File: config.mk
export PLATFORM = sky130hd
export DESIGN_NAME = spi_fl_seq_flat
export DESIGN_NICKNAME = d
export VERILOG_FILES = /design/src/rtl/spi_fl_seq_if.sv /design/src/rtl/spi_fl_seq.sv /design/src/flat_wrapper.sv
export SDC_FILE = /design/constraint.sdc
export NUM_CORES = 1
export LEC_CHECK = 0
export CORE_MARGIN = 2
export CORE_UTILIZATION = 52
export DETAILED_ROUTE_END_ITERATION = 7
export PLACE_DENSITY = 0.94
export SLEW_MARGIN = 20
export SYNTH_ARGS = -nofsm -noshare
export SYNTH_HDL_FRONTEND = slang
export SYNTH_SLANG_ARGS = --single-unit
File: constraint.sdc
create_clock -name clk -period 23.6 [get_ports clk]
set_clock_uncertainty 0.1 [all_clocks]
set_input_delay 3.54 -clock clk [delete_from_list [all_inputs] [get_ports clk]]
set_output_delay 3.54 -clock clk [all_outputs]
set_load 0.02 [all_outputs]
File: src/rtl/spi_fl_seq_if.sv
// Request/response handshake between CPU-side logic and the spi_fl_seq command sequencer.
interface spi_fl_seq_if;
  logic        req_valid;
  logic        req_ready;
  logic [7:0]  req_command;
  logic [31:0] req_address;
  logic [31:0] req_data;
  logic [2:0]  req_commtype;
  logic [6:0]  req_nmiso;
  logic [3:0]  req_dummy;
  logic [7:0]  req_frame;
  logic        req_wren;
  logic        req_poll;
  logic        rsp_valid;
  logic        rsp_ready;
  logic [31:0] rsp_data;
  logic [7:0]  rsp_status;
  logic        rsp_timeout;

  modport master (
    output req_valid, req_command, req_address, req_data, req_commtype,
           req_nmiso, req_dummy, req_frame, req_wren, req_poll, rsp_ready,
    input  req_ready, rsp_valid, rsp_data, rsp_status, rsp_timeout
  );

  modport slave (
    input  req_valid, req_command, req_address, req_data, req_commtype,
           req_nmiso, req_dummy, req_frame, req_wren, req_poll, rsp_ready,
    output req_ready, rsp_valid, rsp_data, rsp_status, rsp_timeout
  );
endinterface

File: src/rtl/spi_fl_seq.sv
// Flash command sequencer: optional WREN prefix, main command, optional WIP status polling.
// Define SPI_FL_SEQ_TIMEOUT_EN to end polling with rsp_timeout after POLL_MAX status reads.
module spi_fl_seq #(
  parameter logic [7:0]  WREN_CMD = 8'h06,
  parameter logic [7:0]  RDSR_CMD = 8'h05,
  parameter int unsigned WIP_BIT  = 0,
  parameter logic [15:0] POLL_MAX = 16'hFFFF
) (
  input  logic         clk,
  input  logic         rst,
  spi_fl_seq_if.slave  bus,
  output logic [31:0]  m_data_in,
  output logic [31:0]  m_address,
  output logic [7:0]   m_command,
  output logic [2:0]   m_commtype,
  output logic [6:0]   m_nmiso_bits,
  output logic [3:0]   m_dummy_cycles,
  output logic [7:0]   m_frame_struct,
  output logic         m_validflag,
  input  logic         m_tready,
  input  logic [31:0]  m_data_out
);

`ifdef SPI_FL_SEQ_TIMEOUT_EN
  localparam bit TIMEOUT_EN = 1'b1;
`else
  localparam bit TIMEOUT_EN = 1'b0;
`endif

  typedef enum logic [2:0] {
    IDLE, WREN_ISS, WREN_WAIT, MAIN_ISS, MAIN_WAIT, POLL_ISS, POLL_WAIT, RESP
  } state_t;

  typedef struct packed {
    logic [7:0]  command;
    logic [2:0]  commtype;
    logic [6:0]  nmiso;
    logic [3:0]  dummy;
    logic [7:0]  frame;
    logic [31:0] address;
    logic [31:0] data;
  } fields_t;

  localparam fields_t WREN_FIELDS = '{command: WREN_CMD, commtype: 3'b000, nmiso: 7'd0,
                                      dummy: 4'd0, frame: 8'd0, address: 32'd0, data: 32'd0};
  localparam fields_t POLL_FIELDS = '{command: RDSR_CMD, commtype: 3'b001, nmiso: 7'd8,
                                      dummy: 4'd0, frame: 8'd0, address: 32'd0, data: 32'd0};

  state_t      state;
  fields_t     req_fields;
  fields_t     main_q;
  fields_t     m_fields;
  logic        poll_q;
  logic [15:0] poll_cnt;
  logic [15:0] poll_next;
  logic [7:0]  status_in;
  logic        wip;

  assign req_fields = '{command: bus.req_command, commtype: bus.req_commtype,
                        nmiso: bus.req_nmiso, dummy: bus.req_dummy, frame: bus.req_frame,
                        address: bus.req_address, data: bus.req_data};

  assign m_command      = m_fields.command;
  assign m_commtype     = m_fields.commtype;
  assign m_nmiso_bits   = m_fields.nmiso;
  assign m_dummy_cycles = m_fields.dummy;
  assign m_frame_struct = m_fields.frame;
  assign m_address      = m_fields.address;
  assign m_data_in      = m_fields.data;

  // Counter saturates so a stuck device can never make it wrap back to zero
  assign poll_next = (poll_cnt == 16'hFFFF) ? poll_cnt : poll_cnt + 16'd1;
  assign status_in = m_data_out[7:0];
  assign wip       = status_in[WIP_BIT];

  // The master's tready falling marks acceptance of an issue; rising again marks completion
  always_ff @(posedge clk or posedge rst) begin
    if (rst) begin
      state           <= IDLE;
      bus.req_ready   <= 1'b1;
      bus.rsp_valid   <= 1'b0;
      bus.rsp_data    <= 32'd0;
      bus.rsp_status  <= 8'd0;
      bus.rsp_timeout <= 1'b0;
      m_validflag     <= 1'b0;
      m_fields        <= '0;
      main_q          <= '0;
      poll_q          <= 1'b0;
      poll_cnt        <= 16'd0;
    end else begin
      case (state)
        IDLE: begin
          if (bus.req_valid) begin
            main_q          <= req_fields;
            poll_q          <= bus.req_poll;
            poll_cnt        <= 16'd0;
            bus.rsp_status  <= 8'd0;
            bus.rsp_timeout <= 1'b0;
            bus.req_ready   <= 1'b0;
            m_validflag     <= 1'b1;
            if (bus.req_wren) begin
              m_fields <= WREN_FIELDS;
              state    <= WREN_ISS;
            end else begin
              m_fields <= req_fields;
              state    <= MAIN_ISS;
            end
          end
        end
        WREN_ISS: begin
          if (!m_tready) begin
            m_validflag <= 1'b0;
            state       <= WREN_WAIT;
          end
        end
        MAIN_ISS: begin
          if (!m_tready) begin
            m_validflag <= 1'b0;
            state       <= MAIN_WAIT;
          end
        end
        POLL_ISS: begin
          if (!m_tready) begin
            m_validflag <= 1'b0;
            state       <= POLL_WAIT;
          end
        end
        WREN_WAIT: begin
          if (m_tready) begin
            m_fields    <= main_q;
            m_validflag <= 1'b1;
            state       <= MAIN_ISS;
          end
        end
        MAIN_WAIT: begin
          if (m_tready) begin
            bus.rsp_data <= m_data_out;
            if (poll_q) begin
              m_fields    <= POLL_FIELDS;
              m_validflag <= 1'b1;
              state       <= POLL_ISS;
            end else begin
              bus.rsp_valid <= 1'b1;
              state         <= RESP;
            end
          end
        end
        POLL_WAIT: begin
          if (m_tready) begin
            bus.rsp_status <= status_in;
            poll_cnt       <= poll_next;
            if (!wip) begin
              bus.rsp_valid <= 1'b1;
              state         <= RESP;
            end else if (TIMEOUT_EN && (poll_next == POLL_MAX)) begin
              bus.rsp_timeout <= 1'b1;
              bus.rsp_valid   <= 1'b1;
              state           <= RESP;
            end else begin
              m_validflag <= 1'b1;
              state       <= POLL_ISS;
            end
          end
        end
        RESP: begin
          if (bus.rsp_ready) begin
            bus.rsp_valid <= 1'b0;
            bus.req_ready <= 1'b1;
            state         <= IDLE;
          end
        end
        default: state <= IDLE;
      endcase
    end
  end

endmodule

File: src/flat_wrapper.sv
// flat-port wrapper written by rule: the top's interface ports become plain ports
module spi_fl_seq_flat 
#(
  parameter logic [7:0]  WREN_CMD = 8'h06,
  parameter logic [7:0]  RDSR_CMD = 8'h05,
  parameter int unsigned WIP_BIT  = 0,
  parameter logic [15:0] POLL_MAX = 16'hFFFF
)
  (clk, rst, m_data_in, m_address, m_command, m_commtype, m_nmiso_bits, m_dummy_cycles, m_frame_struct, m_validflag, m_tready, m_data_out, bus_req_valid, bus_req_command, bus_req_address, bus_req_data, bus_req_commtype, bus_req_nmiso, bus_req_dummy, bus_req_frame, bus_req_wren, bus_req_poll, bus_rsp_ready, bus_req_ready, bus_rsp_valid, bus_rsp_data, bus_rsp_status, bus_rsp_timeout);
  spi_fl_seq_if bus_i ();
  input  logic clk;
  input  logic rst;
  output logic [31:0] m_data_in;
  output logic [31:0] m_address;
  output logic [7:0] m_command;
  output logic [2:0] m_commtype;
  output logic [6:0] m_nmiso_bits;
  output logic [3:0] m_dummy_cycles;
  output logic [7:0] m_frame_struct;
  output logic m_validflag;
  input  logic m_tready;
  input  logic [31:0] m_data_out;
  input wire logic [$bits(bus_i.req_valid)-1:0] bus_req_valid;
  input wire logic [$bits(bus_i.req_command)-1:0] bus_req_command;
  input wire logic [$bits(bus_i.req_address)-1:0] bus_req_address;
  input wire logic [$bits(bus_i.req_data)-1:0] bus_req_data;
  input wire logic [$bits(bus_i.req_commtype)-1:0] bus_req_commtype;
  input wire logic [$bits(bus_i.req_nmiso)-1:0] bus_req_nmiso;
  input wire logic [$bits(bus_i.req_dummy)-1:0] bus_req_dummy;
  input wire logic [$bits(bus_i.req_frame)-1:0] bus_req_frame;
  input wire logic [$bits(bus_i.req_wren)-1:0] bus_req_wren;
  input wire logic [$bits(bus_i.req_poll)-1:0] bus_req_poll;
  input wire logic [$bits(bus_i.rsp_ready)-1:0] bus_rsp_ready;
  output wire logic [$bits(bus_i.req_ready)-1:0] bus_req_ready;
  output wire logic [$bits(bus_i.rsp_valid)-1:0] bus_rsp_valid;
  output wire logic [$bits(bus_i.rsp_data)-1:0] bus_rsp_data;
  output wire logic [$bits(bus_i.rsp_status)-1:0] bus_rsp_status;
  output wire logic [$bits(bus_i.rsp_timeout)-1:0] bus_rsp_timeout;
  assign bus_i.req_valid = bus_req_valid;
  assign bus_i.req_command = bus_req_command;
  assign bus_i.req_address = bus_req_address;
  assign bus_i.req_data = bus_req_data;
  assign bus_i.req_commtype = bus_req_commtype;
  assign bus_i.req_nmiso = bus_req_nmiso;
  assign bus_i.req_dummy = bus_req_dummy;
  assign bus_i.req_frame = bus_req_frame;
  assign bus_i.req_wren = bus_req_wren;
  assign bus_i.req_poll = bus_req_poll;
  assign bus_i.rsp_ready = bus_rsp_ready;
  assign bus_req_ready = bus_i.req_ready;
  assign bus_rsp_valid = bus_i.rsp_valid;
  assign bus_rsp_data = bus_i.rsp_data;
  assign bus_rsp_status = bus_i.rsp_status;
  assign bus_rsp_timeout = bus_i.rsp_timeout;
  spi_fl_seq #(.WREN_CMD(WREN_CMD), .RDSR_CMD(RDSR_CMD), .WIP_BIT(WIP_BIT), .POLL_MAX(POLL_MAX)) u_core (.clk(clk), .rst(rst), .bus(bus_i), .m_data_in(m_data_in), .m_address(m_address), .m_command(m_command), .m_commtype(m_commtype), .m_nmiso_bits(m_nmiso_bits), .m_dummy_cycles(m_dummy_cycles), .m_frame_struct(m_frame_struct), .m_validflag(m_validflag), .m_tready(m_tready), .m_data_out(m_data_out));
endmodule
==> summary.md <==
| Metric | Value |
|---|---|
| H-tree depth | 1 |
| Post-synth top cells | dfrtp_1 (234), mux2_2 (129), nor2_1 (100), a21oi_1 (96), a22oi_1 (90) |
| PortBufs | 269 |
| Setup crit start | bus_req_wren |
| Global route overflow | 0 |
| Endpoint class of the critical path | flip-flop |
| Share of the synthesized area in the top cell type | 60.4% |
| Via count | 7361 |
| Share of cells above drive strength 1 | 17.3% |
| Post-DP HPWL | 16100 um |
| Post-DR vias/cell | 5.72 |
| Post-place instance area | 0.0125 mm2 |
| Cell internal pwr | 1270 uW |
| Final hold slack | 377 ps |
| Pins Over Slew Limit | 0 |
| Count leader, synth | dfrtp_1 |
| Post-Syn Area | 0.00969 mm2 |
| Status | finished clean |
| Crit path largest cell delay | 720 ps |
| Largest net degree at the start of global routing | 125 |
| Hold Crit Class | reg2reg |
| 1st-iter DRT viols | 452 |
| Wirelength per Cell | 19.4 um |
| Power density cells | 154 mW/mm2 |
| Final ANT Viol Nets | 0 |
| Tcrit/Tclk final | 24.1% |
| Hold Vio Cnt, Final | 0 |
| Core Region | 0.0181 mm2 |
| CTS root buf | clkbuf_16 |
| Area contributors post-synth | dfrtp_1 (60%), mux2_2 (15%), a22oi_1 (7.0%) |
| EDFF count, synth | 0 |
| Sw power | 760 uW |
| Yosys reg bits | 235 |
| Hold Buf Count CTS | 0 |
| Layout fillers | 1189 |
| Warnings from Yosys | 0 |
| Ys flop type | dfrtp_1 |
| Max-Slew Margin vs Limit | 23.2% |
| First-pass GRT wire length | 40200 um |
| Final total power | 2030 uW |
| Total negative slack | 0 ps |
| Sequential fraction of the synthesis area | 60.7% |
| Worst-skew pair later-pin latency | 500 ps |
| GRT Total Usage | 25.1% |
| CP Launch Type | input pin |
| Deepest clock path buffer count | 3 |
| Initial antenna violation count | 2 |
| Crit Path Class | in2reg |
| RSZ-0062 raised after global routing | no |
| Synth area leader | dfrtp_1 |
| CTS clk-pin slew, worst paths | 60 ps |
| Max Cap Violations | 0 |
| Unique masters post-synth | 37 |
| Clk sinks | 235 |
| CTS Buf Count | 24 |
| Std-Cell Rows | 49 |
| CP Data Required Time | 23920 ps |
| Syn-to-layout area delta | 36.7% |
| Post-CTS Setup Inserts | 0 |
| Top Ports | 271 |
| Fin nets | 1174 |
| Vias in the first global route | 7647 |
| Static Leak | 0.00543 uW |
| Tmin final | 5690 ps |
| Multi-input gate area | 0.00348 mm2 |
| Die Y | 141 um |
| GPL Wtd Cong | 0.839 |
| Fmax | 0.176 GHz |
| Starting Density | 53.4% |
| Async SR Flop Fraction | 100% |
| Final setup vio count | 0 |
| RR Startpoint | u_core.state[0] |
| Clock Power Share | 18.5% |
| Seq. cell area | 0.00588 mm2 |
| Startpoint of the worst hold path | u_core.bus.rsp_status[1] |
| TritonCTS clock tree | built |
| Flop pwr share | 36.4% |
| Post-CTS resize count | 0 |
| Worst slew pin tran | 1150 ps |
| Switch share | 37.3% |
| Comb pwr share | 45.0% |
| Crit path cell chain | clkdlybuf4s50_1 -> a21oi_4 -> buf_4 -> a22oi_1 -> a21oi_1 |
| Final wirelength | 25000 um |
| CP Data Arrival Time | 6010 ps |
| Die X-Extent | 141 um |
| VDD IR max | 85.9 uV |
| Highest-delay cell along the critical path | buf_4 |
| Worst-path maximum fanout | 62 |
| Post-synth net total | 931 |
| DRT Pass-1 Iters | 5 |
| Avg Cell Area, Syn | 12.1 um2 |
| Final Cell Area | 0.0133 mm2 |
| Die area | 0.0197 mm2 |
| # DRC | 0 |
| Synth Instances | 798 |
-- placed cells by master, fill, tap and decap left out, types with 2 or more instances in the layout --
master           netlist  layout
nor2b_1                5       5
o221ai_1               4       4
o31ai_1                3       3
a21o_1                 2       2
nor3_1                 2       2
buf_4                 11       6
clkbuf_1              19       3
o22ai_1                2       2
o21ai_0               16      16
nor2_1               100      98
inv_1                 10       9
dfrtp_1              234     234
clkinv_2               0       4
buf_6                  0       2
mux2_2               129     129
a22oi_1               90      90
nand2_1               21      21
nand3_1                2       2
clkbuf_8               0       7
clkdlybuf4s50_1        0     269
a21oi_1               96      96
a2bb2oi_1              4       4
clkbuf_16              0      25
-- final timing paths --
kind	to	slack, ps	depth (start not counted)
min in group asynchronous	u_core.main_q[60]	3450	2
max reg2reg	u_core.m_frame_struct[7]	20420	5
min	u_core.bus.rsp_status[1]	380	2
max in group asynchronous	u_core.bus.rsp_status[1]	18500	3
max	u_core.m_frame_struct[7]	17910	5
min reg2reg	u_core.bus.rsp_status[1]	380	2
-- power groups by stage --
stage / Sequential (uW) / Clock [uW] / Combinational [uW]
finish: 741 / 377 / 916
global route: 765 / 402 / 984
CTS: 740 / 386 / 920
detailed placement: 742 / 0 / 913
global placement: 728 / 0 / 882
floorplan: 861 / 0 / 414
-- metrics by stage --
stage	std cells	setup WS, ps	utilization (%)
after floorplan	798	13520	-
after global placement	1244	17400	68.6
after detailed placement	1244	17330	68.6
after CTS	1285	17830	73.0
after global routing	1286	17780	73.0
final	1286	17910	73.0
-- registers in the layout, summed over array words and instances (netlist names), 7 cells and up --
name                   cells
u_core.main_q             94
u_core.bus.rsp_data       32
u_core.m_address          32
u_core.m_data_in          32
u_core.bus.rsp_status      8
u_core.m_command           8
u_core.m_frame_struct      8
u_core.m_nmiso_bits        7
-- per-layer routing --
layer	vias to the layer above	part of all wire [%]	track usage [%]
li1	3336	-	-
met2	282	52	44.5
met4	2	2.5	7.42
met5	-	0.052	0
met1	3689	39	31.3
met3	52	6.4	5.16
-- logic make-up after synthesis --
| kind of cell | after synthesis | share of synthesized area [%] |
|---|---|---|
| DFF | 235 | 60.7 |
| AOI/OAI and AO/OA | 222 | 14.6 |
| and+or+nand+nor | 138 | 5.97 |
| muxes | 130 | 15.1 |
| buffers and inverters | 71 | 3.56 |
| xor gates and xnor gates | 1 | 0.0904 |
| other | 1 | 0.0387 |
-- critical path, delay by kind of cell --
| family | cells | cell delay (ps) |
|---|---|---|
| buffers and inverters | 2 | 1300 |
| AO/OA/AOI/OAI | 3 | 1140 |
-- layout make-up --
type / instances / share of cell area [%]
diodes: 1 / 0.0189
clock buffers: 35 / 5.53
clock inverters: 6 / 0.434
inverters: 11 / 0.368
multi-input cells: 492 / 26.3
flip-flops and latches: 235 / 44.4
well taps: 229 / 2.16
repair buffers: 277 / 20.8
No activity file was read; power rests on OpenSTA's default activity.
